==> config.mk <==
export PLATFORM = sky130hd
export DESIGN_NAME = load_store_unit_flat
export DESIGN_NICKNAME = d
export VERILOG_FILES = /design/src/rtl/lsu_pkg.sv /design/src/rtl/load_store_unit_if.sv /design/src/rtl/lsu_align.sv /design/src/rtl/load_store_unit.sv /design/src/flat_wrapper.sv
export SDC_FILE = /design/constraint.sdc
export NUM_CORES = 1
export LEC_CHECK = 0
export BUFFER_PORTS_ARGS = -buffer_cell sky130_fd_sc_hd__buf_4
export CAP_MARGIN = 20
export CORE_MARGIN = 1.5
export CORE_UTILIZATION = 30
export DETAILED_ROUTE_END_ITERATION = 12
export HOLD_SLACK_MARGIN = 0.05
export SETUP_SLACK_MARGIN = 0.02
export SLEW_MARGIN = 20
export SYNTH_ARGS = -nofsm -noshare
export SYNTH_HDL_FRONTEND = slang
export SYNTH_SLANG_ARGS = --single-unit
==> constraint.sdc <==
create_clock -name clk -period 2.5 [get_ports clk]
set_clock_uncertainty 0.15 [all_clocks]
set_input_delay 0.375 -clock clk [delete_from_list [all_inputs] [get_ports clk]]
set_output_delay 0.375 -clock clk [all_outputs]
set_load 0.03 [all_outputs]
==> src/rtl/lsu_pkg.sv <==
// Shared constants, state encoding and request-legality helper for the load/store unit.
package lsu_pkg;

    // Number of implemented data_memory words; word index 127 does not exist.
    localparam int MEM_WORDS_DEFAULT = 127;

    // RISC-V funct3 encodings for the load/store widths.
    localparam logic [2:0] F3_B  = 3'b000;
    localparam logic [2:0] F3_H  = 3'b001;
    localparam logic [2:0] F3_W  = 3'b010;
    localparam logic [2:0] F3_BU = 3'b100;
    localparam logic [2:0] F3_HU = 3'b101;

    typedef enum logic [1:0] {
        IDLE  = 2'd0,
        READ  = 2'd1,
        WRITE = 2'd2,
        RESP  = 2'd3
    } lsu_state_e;

    // Stores only have signed widths; loads also have the unsigned variants.
    function automatic logic funct3_legal(input logic is_write, input logic [2:0] f3);
        if (is_write) begin
            return f3 inside {F3_B, F3_H, F3_W};
        end
        return f3 inside {F3_B, F3_H, F3_W, F3_BU, F3_HU};
    endfunction

endpackage

==> src/rtl/load_store_unit_if.sv <==
// Request/response handshake between the execute stage (master) and the load/store unit (slave).
interface load_store_unit_if;

    logic        req_valid;
    logic        req_ready;
    logic        req_write;
    logic [2:0]  req_funct3;
    logic [31:0] req_addr;
    logic [31:0] req_wdata;

    logic        resp_valid;
    logic [31:0] resp_rdata;
    logic        resp_err;

    modport master (
        output req_valid, req_write, req_funct3, req_addr, req_wdata,
        input  req_ready, resp_valid, resp_rdata, resp_err
    );

    modport slave (
        input  req_valid, req_write, req_funct3, req_addr, req_wdata,
        output req_ready, resp_valid, resp_rdata, resp_err
    );

endinterface

==> src/rtl/lsu_align.sv <==
// Lane steering: extracts and extends load data, and merges sub-word store data into a word.
module lsu_align
    import lsu_pkg::*;
(
    input  logic [2:0]  funct3,
    input  logic [1:0]  lane,
    input  logic [31:0] word,
    input  logic [31:0] wdata,
    output logic [31:0] load_data,
    output logic [31:0] store_word
);

    logic [7:0]  byte_sel;
    logic [15:0] half_sel;

    // Select the addressed byte/half and build both the load result and the merged store word.
    always_comb begin
        // NOTE: every signal gets a default before the case so no path leaves it unassigned (no latch).
        byte_sel   = word[{lane, 3'b000} +: 8];
        half_sel   = lane[1] ? word[31:16] : word[15:0];
        load_data  = word;
        store_word = wdata;

        case (funct3)
            F3_B:    load_data = {{24{byte_sel[7]}}, byte_sel};
            F3_H:    load_data = {{16{half_sel[15]}}, half_sel};
            F3_BU:   load_data = {24'h000000, byte_sel};
            F3_HU:   load_data = {16'h0000, half_sel};
            default: load_data = word;
        endcase

        case (funct3)
            F3_B: begin
                store_word = word;
                store_word[{lane, 3'b000} +: 8] = wdata[7:0];
            end
            F3_H: begin
                store_word = word;
                store_word[{lane[1], 4'b0000} +: 16] = wdata[15:0];
            end
            default: store_word = wdata;
        endcase
    end

endmodule

==> src/rtl/load_store_unit.sv <==
// Byte-addressed load/store front end: turns LB/LH/LW/LBU/LHU/SB/SH/SW into
// word accesses on data_memory, with read-modify-write for sub-word stores.
module load_store_unit
    import lsu_pkg::*;
#(
    parameter int ADDR_WIDTH = 7,
    parameter int MEM_WORDS  = MEM_WORDS_DEFAULT,
    parameter int DATA_WIDTH = 32
) (
    input  logic                  clk,
    input  logic                  rst_n,
    load_store_unit_if.slave      bus,
    output logic                  memRead,
    output logic                  memWrite,
    output logic [ADDR_WIDTH-1:0] mem_address,
    output logic [DATA_WIDTH-1:0] mem_writeData,
    input  logic [DATA_WIDTH-1:0] mem_readData
);

    localparam logic [ADDR_WIDTH:0] WORD_LIMIT = MEM_WORDS[ADDR_WIDTH:0];

    lsu_state_e             state_q;
    lsu_state_e             state_d;
    logic [ADDR_WIDTH+1:0]  addr_q;
    logic [2:0]             funct3_q;
    logic                   write_q;
    logic [DATA_WIDTH-1:0]  data_q;
    logic                   req_err;
    logic [ADDR_WIDTH-1:0]  req_index;
    logic [DATA_WIDTH-1:0]  load_data;
    logic [DATA_WIDTH-1:0]  store_word;

    assign req_index = bus.req_addr[ADDR_WIDTH+1:2];

    // Reject illegal widths, misalignment and addresses outside the implemented words.
    always_comb begin
        req_err = 1'b0;
        if (!funct3_legal(bus.req_write, bus.req_funct3)) begin
            req_err = 1'b1;
        end
        if ((bus.req_funct3 == F3_H || bus.req_funct3 == F3_HU) && bus.req_addr[0]) begin
            req_err = 1'b1;
        end
        if (bus.req_funct3 == F3_W && bus.req_addr[1:0] != 2'b00) begin
            req_err = 1'b1;
        end
        if (bus.req_addr[31:ADDR_WIDTH+2] != '0) begin
            req_err = 1'b1;
        end
        if ({1'b0, req_index} >= WORD_LIMIT) begin
            req_err = 1'b1;
        end
    end

    lsu_align u_align (
        .funct3     (funct3_q),
        .lane       (addr_q[1:0]),
        .word       (mem_readData),
        .wdata      (data_q),
        .load_data  (load_data),
        .store_word (store_word)
    );

    // State register; reset drops any in-flight request and its response.
    always_ff @(posedge clk) begin
        // NOTE: registers use non-blocking assignments so all of them sample pre-edge values.
        if (!rst_n) begin
            state_q <= IDLE;
        end else begin
            state_q <= state_d;
        end
    end

    // Next-state and memory/handshake control decoded from state and latched request.
    always_comb begin
        state_d        = state_q;
        memRead        = 1'b0;
        memWrite       = 1'b0;
        mem_address    = '0;
        mem_writeData  = '0;
        bus.req_ready  = 1'b0;
        bus.resp_valid = 1'b0;

        case (state_q)
            IDLE: begin
                bus.req_ready = 1'b1;
                if (bus.req_valid) begin
                    if (req_err) begin
                        state_d = RESP;
                    end else if (bus.req_write && bus.req_funct3 == F3_W) begin
                        state_d = WRITE;
                    end else begin
                        state_d = READ;
                    end
                end
            end
            READ: begin
                memRead     = 1'b1;
                mem_address = addr_q[ADDR_WIDTH+1:2];
                state_d     = write_q ? WRITE : RESP;
            end
            WRITE: begin
                memWrite      = 1'b1;
                mem_address   = addr_q[ADDR_WIDTH+1:2];
                mem_writeData = data_q;
                state_d       = RESP;
            end
            RESP: begin
                bus.resp_valid = 1'b1;
                state_d        = IDLE;
            end
            default: state_d = IDLE;
        endcase
    end

    // Request latch, store-data merge and response data; response fields hold between responses.
    always_ff @(posedge clk) begin
        if (!rst_n) begin
            addr_q         <= '0;
            funct3_q       <= F3_B;
            write_q        <= 1'b0;
            data_q         <= '0;
            bus.resp_rdata <= '0;
            bus.resp_err   <= 1'b0;
        end else begin
            case (state_q)
                IDLE: begin
                    if (bus.req_valid) begin
                        addr_q   <= bus.req_addr[ADDR_WIDTH+1:0];
                        funct3_q <= bus.req_funct3;
                        write_q  <= bus.req_write;
                        data_q   <= bus.req_wdata;
                        if (req_err) begin
                            bus.resp_rdata <= '0;
                            bus.resp_err   <= 1'b1;
                        end
                    end
                end
                READ: begin
                    if (write_q) begin
                        data_q <= store_word;
                    end else begin
                        bus.resp_rdata <= load_data;
                        bus.resp_err   <= 1'b0;
                    end
                end
                WRITE: begin
                    bus.resp_rdata <= '0;
                    bus.resp_err   <= 1'b0;
                end
                default: ;
            endcase
        end
    end

endmodule

==> src/flat_wrapper.sv <==
// flat-port wrapper written by rule: the top's interface ports become plain ports
module load_store_unit_flat import lsu_pkg::*;
#(
    parameter int ADDR_WIDTH = 7,
    parameter int MEM_WORDS  = MEM_WORDS_DEFAULT,
    parameter int DATA_WIDTH = 32
)
  (clk, rst_n, memRead, memWrite, mem_address, mem_writeData, mem_readData, bus_req_valid, bus_req_write, bus_req_funct3, bus_req_addr, bus_req_wdata, bus_req_ready, bus_resp_valid, bus_resp_rdata, bus_resp_err);
  load_store_unit_if bus_i ();
  input  logic clk;
  input  logic rst_n;
  output logic memRead;
  output logic memWrite;
  output logic [ADDR_WIDTH-1:0] mem_address;
  output logic [DATA_WIDTH-1:0] mem_writeData;
  input  logic [DATA_WIDTH-1:0] mem_readData;
  input wire logic [$bits(bus_i.req_valid)-1:0] bus_req_valid;
  input wire logic [$bits(bus_i.req_write)-1:0] bus_req_write;
  input wire logic [$bits(bus_i.req_funct3)-1:0] bus_req_funct3;
  input wire logic [$bits(bus_i.req_addr)-1:0] bus_req_addr;
  input wire logic [$bits(bus_i.req_wdata)-1:0] bus_req_wdata;
  output wire logic [$bits(bus_i.req_ready)-1:0] bus_req_ready;
  output wire logic [$bits(bus_i.resp_valid)-1:0] bus_resp_valid;
  output wire logic [$bits(bus_i.resp_rdata)-1:0] bus_resp_rdata;
  output wire logic [$bits(bus_i.resp_err)-1:0] bus_resp_err;
  assign bus_i.req_valid = bus_req_valid;
  assign bus_i.req_write = bus_req_write;
  assign bus_i.req_funct3 = bus_req_funct3;
  assign bus_i.req_addr = bus_req_addr;
  assign bus_i.req_wdata = bus_req_wdata;
  assign bus_req_ready = bus_i.req_ready;
  assign bus_resp_valid = bus_i.resp_valid;
  assign bus_resp_rdata = bus_i.resp_rdata;
  assign bus_resp_err = bus_i.resp_err;
  load_store_unit #(.ADDR_WIDTH(ADDR_WIDTH), .MEM_WORDS(MEM_WORDS), .DATA_WIDTH(DATA_WIDTH)) u_core (.clk(clk), .rst_n(rst_n), .bus(bus_i), .memRead(memRead), .memWrite(memWrite), .mem_address(mem_address), .mem_writeData(mem_writeData), .mem_readData(mem_readData));
endmodule
=== After elaboration in Yosys (flattened, before gate mapping) ===
Index checks and enable logic that the tools add are counted.

* Bits in latches: 0
* Register bits after elaboration: 80
* Output and inout port bits: 76
* Input bits: 103
* Memory bits (read-only): 0
* Bits in writable memories: 0
* Logic and storage cells: 82
* Memories: 0

* Multiply operators: 0
* Shifts and indexed selects: 5
* Order comparisons: 1
* Reduce and logical (&&, ||, !) cells: 17
* Divide/modulo/power cells: 0
* Equality and inequality tests: 15
* Mux-type cells: 35
* Bitwise logic cells: 0
* Add/sub/neg operators: 2

{| class="wikitable"
|+ Operators with widths
! operator !! count
|-
| two-way mux 32 bit || 6
|-
| case mux 32 bit (2 select lines) || 2
|-
| case mux 32 bit (4 select lines) || 1
|-
| case mux 32 bit (3 select lines) || 1
|-
| bitwise mux 32 bit || 2
|-
| variable shift 16 x 7 -> 32 bit (first input constant) || 1
|-
| variable shift 8 x 7 -> 32 bit (first input constant) || 1
|-
| indexed part select 16 x 7 -> 32 bit || 1
|-
| indexed part select 32 x 6 -> 8 bit || 1
|-
| indexed part select 8 x 7 -> 32 bit || 1
|-
| nonzero test 23 bit || 1
|-
| two-way mux 1 bit || 16
|-
| two-way mux 16 bit || 1
|-
| negation 5 -> 7 bit || 2
|-
| == test 3 bit (second input constant) || 4
|-
| case mux 2 bit (4 select lines) || 1
|-
| AND reduction 4 bit || 2
|-
| greater-or-equal comparator 7 bit (second input constant) || 1
|-
| two-way mux 7 bit || 1
|-
| == test 3 x 1 -> 1 bit (second input constant) || 2
|-
| logical NOT 3 bit || 2
|-
| two-way mux 2 bit || 3
|-
| nonzero test 3 bit || 2
|-
| nonzero test 5 bit || 1
|-
| other kinds (13) || 19
|}

=== Depth between registers and ports, before layout ===
* Word-level depth: 12
* Depth in mapped cells: 9
* Depth with buffers taken out: 7

=== By module ===
Synthesis repeated with hierarchy kept, for this count alone.

* Cells, all modules: 694
* Area, all modules: 5617.9 um^2

{| class="wikitable"
|+ Modules (own cells, without submodules)
! module !! times used !! cells an instance !! area an instance (um^2) !! sequential area each (um^2)
|-
| load_store_unit || 1 || 426 || 3818.7 || 1601.5
|-
| lsu_align || 1 || 268 || 1799.2 || 0.0
|}

=== Worst setup path before layout ===
OpenSTA, ideal clock, no wires.

* Path type: reg-to-reg
* From: register u_core.state_q[1]
* To: register u_core.data_q[6]
* Library setup time: 0.066 ns
* Stages on the path, launching flop included: 10
* Required time: 2.284 ns
* Arrival: 2.196 ns
* Clock period less this slack: 2.413 ns
* Slack: 0.087 ns
* Buffers on the path: 2
* Cell sequence: dfxtp_1 inv_1 ha_1 buf_2 or4bb_1 a311oi_2 o221a_2 buf_6 o21ai_2 a21oi_2

* Cells in the longest elaborated chain, start to end: 3
* Elaborated cells between the ends (all ways): 8
* Those cells by class: eq/ne (4); mux (1); reduce/logical (3)

{| class="wikitable"
|+ RTL lines
! what !! line !! source
|-
| start, declared || load_store_unit.sv:22 || <nowiki>lsu_state_e state_q;</nowiki>
|-
| start signal, assigned || load_store_unit.sv:70 || <nowiki>state_q <= state_d;</nowiki>
|-
| == test 2 x 1 -> 1 bit / logical NOT 2 bit (equally long branches) || load_store_unit.sv:126 || <nowiki>case (state_q)</nowiki>
|-
| inequality test 3 bit (no line) (tied with other cells) || n/a ||
|-
| AND reduction 4 bit (no line) || n/a ||
|-
| end signal, assigned || load_store_unit.sv:132 || <nowiki>data_q <= bus.req_wdata;</nowiki>
|-
| end signal, assigned || load_store_unit.sv:141 || <nowiki>data_q <= store_word;</nowiki>
|-
| end, declared || load_store_unit.sv:27 || <nowiki>logic [DATA_WIDTH-1:0] data_q;</nowiki>
|}

Several ways; a longest one is shown, not always the timed one.
A chain may end at the register's enable or synchronous reset.

=== Worst setup path after layout ===
* From: register u_core.state_q[1]
* To: register u_core.data_q[29]

The elaborated chain is that of the path after synthesis.

==> flow_summary.toml <==
[global_route]
grt_pass1_wl_um = 26720
overflow = 0
antenna_found_initial = 0
grt_usage_pct = 21.53
grt_max_degree = 64
grt_pass1_vias = 4916

[clock_tree]
cts_tree = "done"
clk_pin_slew_worst_paths_ns = 0.07
clockRootBuffer = "clkbuf_16"
htreeDepth = 3
clock_path_buffers = 2
cts.sinks = 80
cts_resized = 0
clkLatencyLatePin_ns = 0.35
cts_setup_buffers = 0
cts_buffers = 9
hold_buffers = 0

[timing]
maxClockFrequency_mhz = 432.4
worst_slew_pin_slew_ns = 0.6450
finalCritPeriodShare_pct = 92.51
rsz0062_at_grt = "yes"
finalSetupViolCount = 0
slew_violations = 0
period_needed_ns = 2.313
finalHoldViolCount = 0
setup_tns_ns = 0
relSlewSlack_pct = 57.00

[cells_and_area]
final-seq-area_mm2 = 0.001602
drive_gt1_share_pct = 31.22
multi_input_comb_area_mm2 = 0.002665
nNetsFinal = 847
fill_cells = 1478
syn_to_final_growth_pct = 41.93
num_antenna_cells = 0
final_area_mm2 = 0.006382

[placement]
port_buffers = 178
dp_hpwl_um = 13360
postPlaceCellArea_mm2 = 0.006050
routabilityCongestion = 0.8914

[worst_hold_path]
whs_path_depth = 3
worstHoldStart = "bus_req_addr[3]"
hold_class = "input pin to flip-flop"
holdPathEnd = "u_core.addr_q[3]"

[worst_setup_path]
cp-end-kind = "flip-flop"
worstPathCellList = "inv_1 > ha_1 > buf_4 > buf_4 > nand2b_1 > o21a_1 > o211ai_1 > a21oi_1"
worst-path-max-fanout = 16
cpLargestDelayFamily = "compound AO/OA/AOI/OAI gates"
cp_slowest_cell = "o21a_1"
r2r_cells = 8
r2r_setup_slack_ns = 0.19
cp.buffers_inverters = 3
crit_type = "flip-flop to flip-flop"
reg2reg_to = "u_core.data_q[29]"
setup.worst_path.start_class = "flip-flop"
required_ns = 2.63
cp.depth = 8
max_stage_delay_ns = 0.51
crit_top_cell = "buf_4"
r2r_start = "u_core.state_q[1]"
crit_arrival_ns = 2.45

[power_and_ir_drop]
p_clk_share_pct = 20.4
p_sw_share_pct = 45.59
p_comb_share_pct = 49.5
powerDensity_mw_per_mm2 = 1077
p_leak_nw = 2.595
ir_drop_mv = 0.6048
seqPwrFrac_pct = 30.1
p_sw_mw = 3.135
p_int_mw = 3.741
finalPower_mw = 6.876

[floorplan]
core_area_mm2 = 0.01459
die_w_um = 125.4
rows = 44
die-area_mm2 = 0.01573
die_h_um = 125.4
initial_core_util_pct = 30.82
io_pins = 179

[logic_synthesis]
synth_largest_area_cell = "dfxtp_1"
synth-seq-area-share_pct = 35.61
syn_inst = 571
synth_common_cells = "dfxtp_1 (80), o21ai_0 (57), a21oi_1 (56), nand2_1 (49)"
synth_area_mm2 = 0.004497
synth-seq-cells = 80
synth_cell_types = 51
synth_area_leaders = "dfxtp_1 (36%), o21ai_0 (6.3%), a21oi_1 (6.2%)"
synthArstFlopShare_pct = 0
synth_top_area_share_pct = 35.61
synth.most_common_cell = "dfxtp_1"
synth_area_per_cell_um2 = 7.875
synth_ff_type = "dfxtp_1"
yosys_warnings = 0
synth_edf_count = 0
synth_nets = 683

[run]
cap_violations = 0

[drt]
routedWlPerCell_um = 18.72
remaining_drc_errors = 0
drtIter0Drc = 436
dr_total_vias = 5118
via_per_inst = 5.539
drt-pass1-iter-count = 5
antenna_left = 0
drt_wl_total_um = 17300

[outcome]
outcome = "complete, no violations"
==> cells in the final DEF, fill, tap and decap left out, types with 3 or more instances in the layout <==
| master | n |
|---|---|
| buf_4 | 200 |
| dfxtp_1 | 80 |
| o21ai_0 | 57 |
| a21oi_1 | 55 |
| nand2_1 | 49 |
| and2_1 | 41 |
| nand3_1 | 41 |
| nor2_1 | 27 |
| a221oi_1 | 21 |
| o31ai_1 | 16 |
| mux2i_1 | 15 |
| o221ai_1 | 15 |
| inv_1 | 13 |
| nor3_1 | 9 |
| ha_1 | 9 |
| clkbuf_16 | 9 |
| a22o_1 | 8 |
| a22oi_1 | 8 |
| o21ai_1 | 6 |
| nor4_1 | 5 |
| nor2b_1 | 4 |
| o211ai_1 | 4 |
| o2111ai_1 | 3 |
| o21ai_2 | 3 |
| nand4_1 | 3 |
| a21oi_2 | 3 |
| inv_6 | 3 |
==> worst reg2reg max path, cell delays in order, from the launching register on <==
cell and delay [ns]:
dfxtp_1 0.39, inv_1 0.10, ha_1 0.26, buf_4 0.16, buf_4 0.15, nand2b_1 0.19
o21a_1 0.51, o211ai_1 0.18, a21oi_1 0.17
==> how the worst max path moves through the flow <==
stage	end	slack (ns)	start
floorplan	u_core.data_q[6]	0.09	u_core.state_q[1]
global placement	u_core.bus.resp_rdata[28]	0.25	bus_req_funct3[2]
detailed placement	u_core.data_q[29]	0.14	u_core.state_q[1]
CTS	u_core.data_q[29]	0.13	u_core.state_q[1]
global route	u_core.data_q[29]	0.01	u_core.state_q[0]
finish	u_core.data_q[29]	0.19	u_core.state_q[1]
==> cells by family after synthesis <==
family,Yosys count,synth area share [%]
AOI/OAI and AO/OA,210,30.41
adders and majority gates,9,2.504
buffers and inverters,62,5.592
DFF,80,35.62
muxes,17,3.840
and+or+nand+nor,193,22.04
==> power groups by stage <==
stage          Clock (mW)  Combinational [mW]  Sequential (mW)
6_report             1.40                3.40             2.07
5_1_grt              1.47                3.71             2.11
4_1_cts              1.42                3.37             2.06
3_5_place_dp            0                3.36             2.09
3_3_place_gp            0                3.28             2.08
2_1_floorplan           0                2.07             2.13
==> state kept, by name (all words and copies together) (netlist names) <==
name	cells
u_core.bus.resp_rdata	32
u_core.state_q	2
u_core.funct3_q	3
u_core.data_q	32
u_core.addr_q	9
u_core.bus.resp_err	1
u_core.write_q	1
==> per-stage QoR <==
stage | util [%] | hold WS, ns | worst slack (ns) | cells
finish | 43.75 | 0.1291 | 0.1872 | 924
global route | 43.75 | 0.1352 | 0.01126 | 924
CTS | 43.60 | 0.1216 | 0.1319 | 924
detailed placement | 41.47 | 0.2962 | 0.1368 | 908
global placement | 41.47 | 0.2899 | 0.2473 | 908
floorplan | - | 0.2817 | 0.08739 | 571
==> cell type report <==
| class | instances | area share (%) |
|---|---|---|
| Clock buffer | 9 | 3.529 |
| Clock inverter | 7 | 1.353 |
| Inverter | 14 | 0.8234 |
| Multi-Input combinational cell | 429 | 41.76 |
| Sequential cell | 80 | 25.09 |
| Tap cell | 184 | 3.607 |
| Timing Repair Buffer | 201 | 23.84 |
==> layer usage <==
metal  GRT usage, %  routed length [um]
met3          6.547                1266
met4          8.289                 566
met2          36.70                8466
met5              0                   0
met1          25.32                7002
No activity file was read; power rests on OpenSTA's default activity.
